<file path="config.mk">
export PLATFORM = sky130hd
export DESIGN_NAME = mux_nw_pipe
export DESIGN_NICKNAME = d
export VERILOG_FILES = /design/src/rtl/mux_nw_pipe_pkg.sv /design/src/rtl/mux_skid_stage.sv /design/src/rtl/mux_nw_pipe.sv
export SDC_FILE = /design/constraint.sdc
export NUM_CORES = 1
export LEC_CHECK = 0
export CAP_MARGIN = 20
export CORE_MARGIN = 1.5
export CORE_UTILIZATION = 50
export CTS_BUF_LIST = sky130_fd_sc_hd__clkbuf_2
export DETAILED_ROUTE_END_ITERATION = 8
export PLACE_DENSITY = 0.88
export SYNTH_ARGS = -nofsm -noshare
export SYNTH_HDL_FRONTEND = slang
export SYNTH_SLANG_ARGS = --single-unit
</file>
<file path="constraint.sdc">
create_clock -name clk -period 3.4 [get_ports clk]
set_input_delay 0.34 -clock clk [delete_from_list [all_inputs] [get_ports clk]]
set_output_delay 0.34 -clock clk [all_outputs]
set_load 0.02 [all_outputs]
</file>
<file path="src/rtl/mux_nw_pipe_pkg.sv">
// ============================================================================
//  Module : mux_pkg
//  Shared types and helpers for the N-way registered selector.
//  Rev    : 1.0  initial release
// ============================================================================
`default_nettype none

package mux_pkg;

    typedef enum logic [1:0] {
        EMPTY = 2'd0,
        ONE   = 2'd1,
        TWO   = 2'd2
    } mux_state_t;

    localparam int C_DEF_WIDTH = 32;

    // Out-of-range selects collapse onto the highest-numbered input.
    function automatic int unsigned clamp_sel(input int unsigned sel, input int unsigned n);
        return (sel < n) ? sel : n - 1;
    endfunction

endpackage

`default_nettype wire

</file>
<file path="src/rtl/mux_skid_stage.sv">
// ============================================================================
//  Module : mux_skid_stage
//  Two-entry skid buffer (main + skid register) with a registered in_ready.
//  Rev    : 1.0  initial release
// ============================================================================
`default_nettype none

module mux_skid_stage
    import mux_pkg::*;
#(
    parameter int DW = 8
) (
    input  logic          clk,
    input  logic          rst_n,
    input  logic [DW-1:0] in_data,
    input  logic          in_valid,
    output logic          in_ready,
    output logic [DW-1:0] out_data,
    output logic          out_valid,
    input  logic          out_ready
);

    mux_state_t    r_state;
    mux_state_t    w_state_nxt;
    logic [DW-1:0] r_main;
    logic [DW-1:0] r_skid;
    logic          r_in_ready;
    logic          w_accept;
    logic          w_pop;
    logic          w_load_main;
    logic          w_load_skid;
    logic          w_move_skid;

    assign w_accept  = in_valid && r_in_ready;
    assign w_pop     = (r_state != EMPTY) && out_ready;
    assign in_ready  = r_in_ready;
    assign out_valid = (r_state != EMPTY);
    assign out_data  = r_main;

    always_comb begin
        w_state_nxt = r_state;
        w_load_main = 1'b0;
        w_load_skid = 1'b0;
        w_move_skid = 1'b0;
        case (r_state)
            EMPTY: begin
                if (w_accept) begin
                    w_load_main = 1'b1;
                    w_state_nxt = ONE;
                end
            end
            ONE: begin
                if (w_accept && w_pop) begin
                    w_load_main = 1'b1;
                end else if (w_accept) begin
                    w_load_skid = 1'b1;
                    w_state_nxt = TWO;
                end else if (w_pop) begin
                    w_state_nxt = EMPTY;
                end
            end
            TWO: begin
                // in_ready is low here, so only a pop can happen
                if (w_pop) begin
                    w_move_skid = 1'b1;
                    w_state_nxt = ONE;
                end
            end
            default: begin
                w_state_nxt = EMPTY;
            end
        endcase
    end

    always_ff @(posedge clk or negedge rst_n) begin
        if (!rst_n) begin
            r_state    <= EMPTY;
            r_in_ready <= 1'b1;
            r_main     <= '0;
            r_skid     <= '0;
        end else begin
            r_state    <= w_state_nxt;
            r_in_ready <= (w_state_nxt != TWO);
            if (w_load_main) begin
                r_main <= in_data;
            end else if (w_move_skid) begin
                r_main <= r_skid;
            end
            if (w_load_skid) begin
                r_skid <= in_data;
            end
        end
    end

endmodule

`default_nettype wire

</file>
<file path="src/rtl/mux_nw_pipe.sv">
// ============================================================================
//  Module : mux_nw_pipe
//  N-way W-bit registered selector with valid/ready and a two-entry skid.
//  Optional sticky out-of-range flag enabled by macro MUX_SEL_CHK_EN.
//  Rev    : 1.0  initial release
// ============================================================================
`default_nettype none

module mux_nw_pipe
    import mux_pkg::*;
#(
    parameter int WIDTH = C_DEF_WIDTH,
    parameter int N     = 3,
    parameter int SELW  = (N > 2) ? $clog2(N) : 1
) (
    input  logic                 clk,
    input  logic                 rst_n,
    input  logic [N*WIDTH-1:0]   in_data,
    input  logic [SELW-1:0]      sel,
    input  logic                 in_valid,
    output logic                 in_ready,
    output logic [WIDTH-1:0]     out_data,
    output logic [SELW-1:0]      out_sel,
    output logic                 out_valid,
    input  logic                 out_ready,
    output logic                 sel_err
);

    localparam int C_PW = WIDTH + SELW;

    logic [SELW-1:0]  w_eff;
    logic [WIDTH-1:0] w_sel_data;
    logic [C_PW-1:0]  w_payload;
    logic [C_PW-1:0]  w_out_payload;

    assign w_eff = SELW'(clamp_sel(32'(sel), unsigned'(N)));

    always_comb begin
        w_sel_data = '0;
        for (int k = 0; k < N; k++) begin
            if (w_eff == SELW'(k)) begin
                w_sel_data = in_data[k*WIDTH +: WIDTH];
            end
        end
    end

    // The clamped index travels with the data so out_sel always matches it.
    assign w_payload = {w_eff, w_sel_data};

    mux_skid_stage #(
        .DW (C_PW)
    ) u_skid (
        .clk       (clk),
        .rst_n     (rst_n),
        .in_data   (w_payload),
        .in_valid  (in_valid),
        .in_ready  (in_ready),
        .out_data  (w_out_payload),
        .out_valid (out_valid),
        .out_ready (out_ready)
    );

    assign out_data = w_out_payload[WIDTH-1:0];
    assign out_sel  = w_out_payload[C_PW-1:WIDTH];

`ifdef MUX_SEL_CHK_EN
    logic r_sel_err;
    logic w_accept;

    assign w_accept = in_valid && in_ready;

    always_ff @(posedge clk or negedge rst_n) begin
        if (!rst_n) begin
            r_sel_err <= 1'b0;
        end else if (w_accept && (32'(sel) >= unsigned'(N))) begin
            r_sel_err <= 1'b1;
        end
    end

    assign sel_err = r_sel_err;
`else
    assign sel_err = 1'b0;
`endif

endmodule

`default_nettype wire
</file>
; Word-level counts from Yosys, hierarchy flattened
; Cells that the tools add are included.
[totals]
out_inout_bits = 37
in_bits = 102
elab_cells = 36
reg_bits = 71
[classes]
eq_ne = 5
magnitude_cmp = 1
muxes = 19
reduce_logical = 7
[op_table]
columns = cell, count
row1 = $mux 32, 3
row2 = $mux 34, 2
row3 = $mux 2, 6
row4 = $mux 1, 6
row5 = $pmux 2 s3, 1
row6 = $eq 2x1->1 const B, 2
row7 = $eq 2x2->1 const B, 2
row8 = $logic_not 2->1, 2
row9 = $reduce_bool 2->1, 2
row10 = $logic_and 1x1->1, 3
row11 = $lt 2x2->1 const B, 1
row12 = $ne 2x2->1 const B, 1
row13 = $pmux 1 s2, 1

; Logic depth before layout (Yosys ltp)
; Gate-level depths: netlist (run 1).
[depth]
depth_word = 7
ltp_mapped = 5
mapped_depth_nobuf = 3

; Modules after synthesis
; Synthesis (run 1) repeated with hierarchy kept, for this count alone.
[unflattened]
cells_unflattened = 312
hier_area_um2 = 3659.8
[by_module_without_submodules]
columns = mod, instances, cells_each, seq_area_each_um2, area_each_um2
row1 = mux_skid_stage, 1, 201, 1778.0, 2926.6
row2 = mux_nw_pipe, 1, 111, 0.0, 733.2

; Worst setup path before layout (run 1)
; Ideal clock, no wire load.
[synth_timing]
kind = reg2reg
start = reg u_skid.r_in_ready, in the netlist u_skid.in_ready
end = reg u_skid.r_main[10], in the netlist u_skid.out_data[10]
synth_period_minus_slack_ps = 1366
path_stages_with_launch = 5
arrival_time_ps = 1238
required_time_ps = 3272
path_buffers = 1
setup_time_ps = 128
slack_ps = 2034
path_cell_list = dfstp_2 and3b_1 nand2_2 buf_4 mux2i_1
[synth_between]
elab_chain_len = 5
word_cells_on_any_way = 7
cone_classes = 4 x mux / 3 x reduce/logical
[synth_lines]
columns = item, line_no
row1 = start: declaration, mux_skid_stage.sv:27  ; logic r_in_ready;
row2 = start signal: assignment, mux_skid_stage.sv:83  ; r_in_ready <= (w_state_nxt != TWO);
row3 = $logic_and 1x1->1 (*), mux_skid_stage.sv:34  ; assign w_accept = in_valid && r_in_ready;
row4 = $logic_and 1x1->1, mux_skid_stage.sv:53  ; if (w_accept && w_pop) begin
row5 = $mux 1, mux_skid_stage.sv:53
row6 = $pmux 1 s2 (*), mux_skid_stage.sv:45  ; case (r_state)
row7 = $mux 34 or $reduce_bool 2->1 (tied branches), n/a
row8 = end signal: assignment, mux_skid_stage.sv:85  ; r_main <= in_data;
row9 = end signal: assignment, mux_skid_stage.sv:87  ; r_main <= r_skid;
row10 = end: declaration, mux_skid_stage.sv:25  ; logic [DW-1:0] r_main;
; Mark *: on every way between the ends. The rest lies on a longest branch, timed or not.
; A chain may end at the register's enable or synchronous reset.

; Worst setup path in the final report (run 1)
[layout_timing]
start = reg u_skid.r_state[1]
end = out out_valid
[layout_between]
elab_chain_len = 1
[layout_lines]
columns = item, line_no
row1 = start: declaration, mux_skid_stage.sv:23  ; mux_state_t r_state;
row2 = start signal: assignment, mux_skid_stage.sv:82  ; r_state <= w_state_nxt;
row3 = $reduce_bool 2->1, mux_skid_stage.sv:37  ; assign out_valid = (r_state != EMPTY);
row4 = end: declaration, mux_nw_pipe.sv:24  ; output logic out_valid,
; Every way passes these cells.

==> results_dict.tcl, run 1 <==
set metrics [dict create \
    num_io_pins 139 \
    clock_skew_ps 25.6 \
    die_height_um 91.3 \
    critPathArrivalTime_ps 1800 \
    synth.lib_cells_used.distinct 26 \
    critical_path_class "flop to output port" \
    final_nets 546 \
    finalHoldViolations 0 \
    cts_buffer_depth 2 \
    drt_pre_antenna_iters 4 \
    cp_max_fo 7 \
    ys_dominant_reg_cell "sky130_fd_sc_hd__dfrtp_1" \
    sequential_cell_area_um2 1780 \
    synth_seq_area_share 0.456 \
    slew_headroom 0.313 \
    multiInputGateArea_um2 1910 \
    irDropWorstVdd_v 0.000349 \
    cts.root.buffer_cell "sky130_fd_sc_hd__clkbuf_2" \
    antenna_found_initial 0 \
    max_slew.worst_pin.slew_ps 1030 \
    grt_pass1_wl_mm 14.6 \
    report.final.setup_viol 0 \
    synth_seq_cells 71 \
    numCtsBuffers 9 \
    vias 2996 \
    holdWs_ps 465 \
    syn_avg_cell_area_um2 12.1 \
    num_rows 32 \
    floorplan.core_area_um2 7650 \
    layout_min_cycle_time_ps 2140 \
    place_congestion 0.728 \
    chipWidth_um 91.3 \
    clk_transition_reported_paths_ps 220 \
    startpoint_type "flop" \
    portBuffers 137 \
    antennaDiodeCount 0 \
    routed_wire_length_per_instance_um 16.0 \
    pre_cts_ws_ps 813 \
    detailedPlacementHpwl_mm 6.13 \
    synthesized_netlist_cell_count 321 \
    worst_slack_ps 1260 \
    global_routing_usage_summed_across_all_routing_layers 0.219 \
    timing.hold.worst.class "input pin to asynchronous set/reset pin" \
    ys.warnings.count 0 \
    drc 0 \
    synthesis.area_um2 3900 \
    post-route-period-util 0.631 \
    synth.net_count 423 \
    slew_viol_final 0 \
    cts_tree "done" \
    dieArea_um2 8330 \
    grt_start_max_net_pins 72 \
    ant_nets 0 \
    maxCapViolCount 0 \
    drt-vias-per-instance 5.44 \
    layout-drive-gt1-share 0.138 \
    synth_edf_count 0 \
    cell_area_power_density_nw_per_um2 735 \
    syn_to_final_growth_pct 39.2 \
    first_global_vias 3118 \
    numClockSinks 71 \
    static-leakage-power_nw 2.54 \
    achievable-frequency_ghz 0.466 \
    fillers 581 \
    postSynth.asyncResetShare 1.00 \
    clock_tree.htree_level_count 3 \
    final_util 0.710 \
    required_ps 3060 \
    starting_utilization_of_the_core_area 0.510 \
    status "finished clean" \
    fin_setup_tns_ps 0 \
    postRouteWirelength_mm 8.82 \
    clock_insertion_delay_worst_skew_ps 500 \
    drt_iter0_markers 142 \
    setup_repair_after_global_routing_missed_its_margin "no" \
    timing.critical_path.to_type "output port" \
    post_cts_resized 0 \
    grt_overflow 0 \
]
stage by stage:
step / std cells / power, mW / area, um^2
finish: 551 / 3.99 / 5430
global route: 551 / 4.22 / 5430
CTS: 551 / 4.01 / 5430
detailed placement: 534 / 3.25 / 5210
global placement: 534 / 3.16 / 5210
floorplan: 321 / 2.50 / 3900
report_power, final:
group	total, mW	switching [mW]	leakage (nW)	internal [mW]
sequential	1.47	0.229	0.863	1.24
clock	0.766	0.306	0.114	0.461
combinational	1.75	0.874	1.56	0.876
total	3.99	1.41	2.54	2.58
path summary, 6_finish.rpt:
check	endpoint	slack (ps)	cells past startpoint	start
worst min register to register	u_skid.r_skid[32]	530	1	u_skid.r_skid[32]
min in group clk	u_skid.r_state[1]	510	2	out_ready
max in group asynchronous	u_skid.r_skid[10]	2340	2	rst_n
worst max register to register	u_skid.out_data[13]	1380	4	u_skid.r_state[0]
worst min-delay path	u_skid.out_data[22]	460	2	rst_n
worst max-delay path	out_valid	1260	2	u_skid.r_state[1]
cell usage after synthesis (all sizes together), types with 3 or more instances:
cell	number	area share
mux2	34	0.098
o211ai	6	0.012
mux2i	91	0.23
o21ai	33	0.042
o31ai	32	0.062
buf	24	0.049
dfrtp	70	0.45
clkbuf	6	0.0058
nand2	5	0.0055
nor2	3	0.0029
cell usage in the layout (no fill, tap or decap), types with 3 or more instances in the layout:
cell type and count:
sky130_fd_sc_hd__o211ai_1 6, sky130_fd_sc_hd__dfrtp_1 70, sky130_fd_sc_hd__clkbuf_2 9, sky130_fd_sc_hd__buf_4 4, sky130_fd_sc_hd__clkdlybuf4s50_1 134, sky130_fd_sc_hd__bufinv_16 5
sky130_fd_sc_hd__o21ai_0 33, sky130_fd_sc_hd__nand2_1 4, sky130_fd_sc_hd__mux2i_1 91, sky130_fd_sc_hd__nor2_1 3, sky130_fd_sc_hd__mux2_2 34, sky130_fd_sc_hd__o31ai_1 32
flip-flops by register name, indices dropped and copies added, names as in the netlist:
name	flops
u_skid.out_data	34
u_skid.r_state	2
u_skid.r_skid	34
u_skid.in_ready	1
area by class of cell:
class | count | share of cell area
Sequential cell | 71 | 0.328
Tap cell | 102 | 0.0235
Clock buffer | 9 | 0.00830
Timing Repair Buffer | 142 | 0.260
Multi-Input combinational cell | 220 | 0.351
Clock inverter | 7 | 0.0293
critical path, stage by stage (launching register included):
cell,delay (ps)
sky130_fd_sc_hd__dfrtp_1,470
sky130_fd_sc_hd__or2_2,310
sky130_fd_sc_hd__clkdlybuf4s50_1,540
routing by layer:
metal  up-vias  GRT usage  wire length (um)
met5         -          0                 0
met4         0     0.0781               109
met3        10     0.0570               536
met2       106      0.358              4410
met1      1441      0.279              3760
li1       1439          -                 -
repair_timing:
item                                   in CTS  in global routing
setup buffers                               0                  0
hold buffers                                1                  0
endpoints found under the hold margin      70                  0
kinds of logic (layout without fill, tap and decap cells):
kind of cell    Yosys count  count (layout)  synth area share
mux                     125             125             0.332
compound gates           74              74             0.122
flops                    71              71             0.456
buf+inv                  30             158            0.0549
simple gates             19              19            0.0318
xor+xnor                  1               1           0.00225
other cells               1               1          0.000962
Power figures use the tool's default switching activity.
==> run 2, diff against run 1 <==
CORE_UTILIZATION = 42   (was 50)
PLACE_DENSITY = 0.79   (was 0.88)
clock period = 1.88 ns   (was 3.4 ns; I/O delays follow)
==> results_dict.tcl, run 2 (synthesis gave the netlist of run 1 again) <==
set metrics [dict create \
    status "finished clean" \
    postRouteWirelength_mm 9.17 \
    floorplan.core_area_um2 8850 \
    cell_area_power_density_nw_per_um2 1210 \
    clock_skew_ps 28.2 \
    grt_start_max_net_pins 39 \
    slew_viol_final 0 \
    chipWidth_um 99.3 \
    drt_iter0_markers 133 \
    worst_slack_ps 90.7 \
    startpoint_type "flop" \
    post_cts_buffers 0 \
    final_util 0.619 \
    clk_transition_reported_paths_ps 190 \
    drt_pre_antenna_iters 4 \
    drc 0 \
    fillers 737 \
    syn_to_final_growth_pct 40.4 \
    layout-drive-gt1-share 0.159 \
    grt_pass1_wl_mm 15.0 \
    cts.root.buffer_cell "sky130_fd_sc_hd__clkbuf_2" \
    report.final.setup_viol 0 \
    cts_tree "done" \
    holdWs_ps 143 \
    stdcell_count 567 \
    ant_nets 0 \
    vias 3033 \
    cts_buffer_depth 2 \
    layout_min_cycle_time_ps 1790 \
    die_height_um 99.3 \
    grt_overflow 0 \
    cp_max_fo 7 \
    detailedPlacementHpwl_mm 6.89 \
    post-route-period-util 0.952 \
    first_global_vias 3166 \
    place_congestion 0.784 \
    pre_cts_ws_ps 233 \
    reg2regPathDepth 4 \
    layout.cell_area.non_filler_um2 5470 \
    placed_area_um2 5380 \
    routed_wire_length_per_instance_um 16.2 \
    clock_insertion_delay_worst_skew_ps 490 \
    global_routing_usage_summed_across_all_routing_layers 0.193 \
    fin_setup_tns_ps 0 \
    report.power.total_mw 6.60 \
    achievable-frequency_ghz 0.559 \
    num_rows 34 \
    static-leakage-power_nw 2.57 \
    required_ps 1690 \
    antenna_found_initial 0 \
    finalHoldViolations 0 \
    final_nets 556 \
    numClockSinks 71 \
    dieArea_um2 9870 \
    setup_repair_after_global_routing_missed_its_margin "no" \
    numCtsBuffers 9 \
    post-place-cells 550 \
    commonest_non_fill_non_tap_cells_in_the_layout "sky130_fd_sc_hd__clkdlybuf4s50_1, sky130_fd_sc_hd__mux2i_1, sky130_fd_sc_hd__dfrtp_1" \
    clock_tree.htree_level_count 3 \
    drt-vias-per-instance 5.35 \
    starting_utilization_of_the_core_area 0.440 \
    critPathArrivalTime_ps 1600 \
    irDropWorstVdd_v 0.000768 \
    timing.critical_path.to_type "output port" \
    antennaDiodeCount 0 \
    maxCapViolCount 0 \
    num_io_pins 139 \
    most_common_library_cell_in_the_layout_ignoring_fill_and_taps "sky130_fd_sc_hd__clkdlybuf4s50_1" \
    crit_slowest_cell "sky130_fd_sc_hd__dfrtp_2" \
    portBuffers 137 \
    critical_path_class "flop to output port" \
    worst_path_cell_chain "or2_2 > dlygate4sd2_1" \
    timing.critical_path.slowest_cell_delay_ps 490 \
    timing.hold.worst.class "input pin to asynchronous set/reset pin" \
]
## run 2: cell types whose count changed in the layout (fill, tap and decap cells not counted), sizes merged
cell	change
buf	+10
clkbuf	+3
clkdlybuf4s50	-2
dlygate4sd2	+2
clkinv	+2
bufinv	-5
## run 2: power breakdown
part	total (mW)	internal (mW)	switching, mW
clock	0.690	0.185	0.505
combinational	3.25	1.66	1.59
sequential	2.66	2.25	0.408
## run 2: path summary, 6_finish.rpt
path	startpoint	slack, ps	end
max	u_skid.r_state[1]	90	out_valid
min	rst_n	140	u_skid.r_state[1]
max reg2reg	u_skid.in_ready	370	u_skid.out_data[6]
min reg2reg	u_skid.r_skid[32]	530	u_skid.r_skid[32]
max in group asynchronous	rst_n	1160	u_skid.r_skid[28]
min in group clk	sel[1]	280	u_skid.r_skid[33]
## run 2: worst max-delay path: cells and delay by family (launching register included)
kind | cells | cell delay, ps
simple gates | 1 | 310
flops | 1 | 490
buf+inv | 1 | 320
## run 2: layer usage
layer	global-route usage	wire [um]	up-vias
met4	0.0618	102	0
met2	0.333	4670	97
li1	-	-	1466
met1	0.240	3880	1459
met5	0	0	-
met3	0.0436	519	11
## run 2: what timing repair did
item / 4_1_cts / 5_1_grt
hold buffers: 1 / 0
gates resized for setup: 3 / 0
hold endpoints to repair: 66 / 0
setup endpoints to repair: 2 / 0
## run 2: cell type report
class | count | area, um^2 | area share
timing repair buffer | 152 | 1570 | 0.287
clock inverter | 4 | 22.5 | 0.00411
multi-input combinational | 220 | 1910 | 0.348
tap | 108 | 135 | 0.0247
sequential | 71 | 1780 | 0.325
clock buffer | 12 | 60.1 | 0.0110
==> run 3, diff against run 2 <==
ABC_AREA = 1   (was unset)
PLACE_DENSITY = 0.75   (was 0.79)
==> results_dict.tcl, run 3 <==
set metrics [dict create \
    status "finished clean" \
    vias 4100 \
    numClockSinks 71 \
    power.net_switching_mw 2.81 \
    report.final.setup_viol 0 \
    power.internal_mw 4.19 \
    drt_pre_antenna_iters 5 \
    worst_path_cell_chain "clkdlybuf4s50_1" \
    slew_viol_final 0 \
    portBuffers 137 \
    power.share.clock 0.137 \
    ys.warnings.count 0 \
    num_io_pins 139 \
    synthesis.area_um2 3950 \
    dr.max_layer_used "met4" \
    place_congestion 0.786 \
    clock_insertion_delay_worst_skew_ps 500 \
    largest_family_of_logic_cells_by_synthesized_area "simple AND/OR/NAND/NOR gates" \
    cp_max_fo 2 \
    report.power.total_mw 7.01 \
    cts.root.buffer_cell "sky130_fd_sc_hd__clkbuf_2" \
    drc 0 \
    fillers 844 \
    pre_cts_ws_ps 89.0 \
    achievable-frequency_ghz 0.579 \
    routed_wire_length_per_instance_um 13.3 \
    grt_pass1_wl_mm 18.0 \
    seq_power_share 0.376 \
    wirelength_met1_mm 4.51 \
    detailroute.wirelength.met2_mm 5.61 \
    most_common_library_cell_in_the_layout_ignoring_fill_and_taps "sky130_fd_sc_hd__nand2_1" \
    drt_iter0_markers 217 \
    synth_simple_gate_area_share 0.360 \
    static-leakage-power_nw 2.82 \
    layout.cell_area.non_filler_um2 5600 \
    grt_overflow 0 \
    required_ps 1690 \
    ys_dominant_reg_cell "sky130_fd_sc_hd__dfrtp_1" \
    stdcell_count 827 \
    postRouteWirelength_mm 11.0 \
    post-route-period-util 0.919 \
    global_routing_usage_summed_across_all_routing_layers 0.228 \
    postSynth.asyncResetShare 1.00 \
    total_met3_wirelength_after_detailed_routing_um 806 \
    ant_nets 0 \
    antennaDiodeCount 0 \
    critical_path_buf_inv_count 1 \
    synth.lib_cells_used.distinct 23 \
    critPathArrivalTime_ps 1540 \
    fin_setup_tns_ps 0 \
    syn_to_final_growth_pct 41.8 \
    ff2ff_setup_slack_ps 350 \
    clk_transition_reported_paths_ps 200 \
    critical_path.top_delay_family "buffers and inverters" \
    post_synth_mux_area_share 0 \
    p_comb_frac 0.487 \
    clock_skew_ps 30.3 \
    drt-vias-per-instance 4.96 \
    crit_slowest_cell "sky130_fd_sc_hd__clkdlybuf4s50_1" \
    placed_area_um2 5450 \
    detailedPlacementHpwl_mm 8.19 \
    antenna_found_initial 0 \
    synthesized_netlist_cell_count 573 \
    synth_top_cells_by_count "sky130_fd_sc_hd__nand2_1, sky130_fd_sc_hd__dfrtp_1, sky130_fd_sc_hd__nand3_1, sky130_fd_sc_hd__inv_1, sky130_fd_sc_hd__o21ai_0" \
    synth_seq_cells 71 \
    timing.rr.end "u_skid.out_data[30]" \
    max_slew.worst_pin.slew_ps 637 \
    numCtsBuffers 9 \
    reg2regPathDepth 6 \
    timing.critical_path.to_type "output port" \
    layout-drive-gt1-share 0.0684 \
    worst-path-stages 1 \
    floorplan.core_area_um2 9150 \
    critical_path_class "flop to output port" \
    synth.net_count 675 \
    cts_tree "done" \
    die_height_um 99.9 \
    r2r_start "u_skid.r_state[1]" \
    commonest_non_fill_non_tap_cells_in_the_layout "sky130_fd_sc_hd__nand2_1, sky130_fd_sc_hd__clkdlybuf4s50_1, sky130_fd_sc_hd__dfrtp_1" \
    timing.hold.worst.class "input pin to asynchronous set/reset pin" \
    cell_area_power_density_nw_per_um2 1250 \
    synth_seq_area_share 0.451 \
    starting_utilization_of_the_core_area 0.431 \
    num_rows 35 \
    clock_tree.htree_level_count 3 \
    irDropWorstVdd_v 0.000600 \
    chipWidth_um 99.9 \
    switching_power_as_a_share_of_total_power 0.401 \
    setup_repair_after_global_routing_missed_its_margin "no" \
    finalHoldViolations 0 \
    slew_headroom 0.575 \
    first_global_vias 3920 \
    grt_start_max_net_pins 38 \
    synthAdderAreaFrac 0 \
    synth_edf_count 0 \
    layout_min_cycle_time_ps 1730 \
    synth_area_leader_cell "sky130_fd_sc_hd__dfrtp_1" \
    timing.critical_path.slowest_cell_delay_ps 620 \
    syn_avg_cell_area_um2 6.89 \
    cts_buffer_depth 2 \
    post-synth-top-area-fraction 0.444 \
    dieArea_um2 9990 \
    most_common_cell_in_the_synthesized_netlist "sky130_fd_sc_hd__nand2_1" \
    synthesized_area_fraction_occupied_by_ao_oa_aoi_and_oai_cells 0.0793 \
    final_nets 813 \
    post-place-cells 809 \
    startpoint_type "flop" \
    synth_area_leaders "sky130_fd_sc_hd__dfrtp_1, sky130_fd_sc_hd__nand2_1, sky130_fd_sc_hd__nand3_1" \
    maxCapViolCount 0 \
    xor_and_xnor_area_share_after_synthesis 0 \
    worst_slack_ps 152 \
]
## run 3: changes by cell type in the layout (fill, tap and decap cells not counted), moves of 11 or more
cell	before	now
sky130_fd_sc_hd__a21oi_1	1	12
sky130_fd_sc_hd__buf_4	7	20
sky130_fd_sc_hd__inv_1	0	58
sky130_fd_sc_hd__mux2_2	34	0
sky130_fd_sc_hd__mux2i_1	91	0
sky130_fd_sc_hd__nand2_1	4	266
sky130_fd_sc_hd__nand3_1	0	63
sky130_fd_sc_hd__o21ai_0	33	48
sky130_fd_sc_hd__o31ai_1	32	0
## run 3: cells by family (layout without fill, tap and decap cells)
group | after synthesis | after routing
and+or+nand+nor | 345 | 345
buffers and inverters | 94 | 237
DFF | 71 | 71
AOI/OAI and AO/OA | 62 | 62
other | 1 | 1
## run 3: stage by stage
stage                     hold slack, ps   util
after CTS                            154  0.611
after global routing                 140  0.611
after global placement               167  0.596
after floorplan                     -108      -
final                                161  0.611
after detailed placement             172  0.596
## run 3: worst max path at each step
| stage | start | endpoint | slack [ps] |
|---|---|---|---|
| floorplan | u_skid.in_ready | u_skid.out_data[25] | 500 |
| global placement | sel[1] | u_skid.r_skid[13] | 150 |
| detailed placement | sel[1] | u_skid.r_skid[15] | 90 |
| CTS | u_skid.out_data[22] | out_data[22] | 130 |
| global route | u_skid.out_data[2] | out_data[2] | 60 |
| finish | u_skid.out_data[22] | out_data[22] | 150 |
## run 3: power groups by stage
stage          sequential (mW)  clock [mW]  combinational (mW)
3_3_place_gp              2.67           0                3.31
5_1_grt                   2.72        1.05                3.78
3_5_place_dp              2.67           0                3.42
6_report                  2.64       0.959                3.41
4_1_cts                   2.64       0.966                3.44
2_1_floorplan             3.07           0                1.54
## run 3: metal layers
layer,vias up,GRT usage
met5,-,0
met3,10,0.0425
met1,1901,0.275
li1,2044,-
met2,145,0.412
met4,0,0.0672
## run 3: cell type report
type	instances	area, um^2	share of cell area
Timing Repair Buffer	160	1580	0.282
Sequential cell	71	1780	0.318
Inverter	61	229	0.0409
Clock buffer	11	55.1	0.00984
Clock inverter	5	72.6	0.0130
Multi-Input combinational cell	408	1740	0.311
Tap cell	111	139	0.0248
## run 3: timing repair
action / 4_1_cts / 5_1_grt
endpoints found under the hold margin: 34 / 0
endpoints found under the setup margin: 2 / 0
buffers inserted: 1 / 0
resized for setup: 2 / 0
hold buffers: 1 / 0
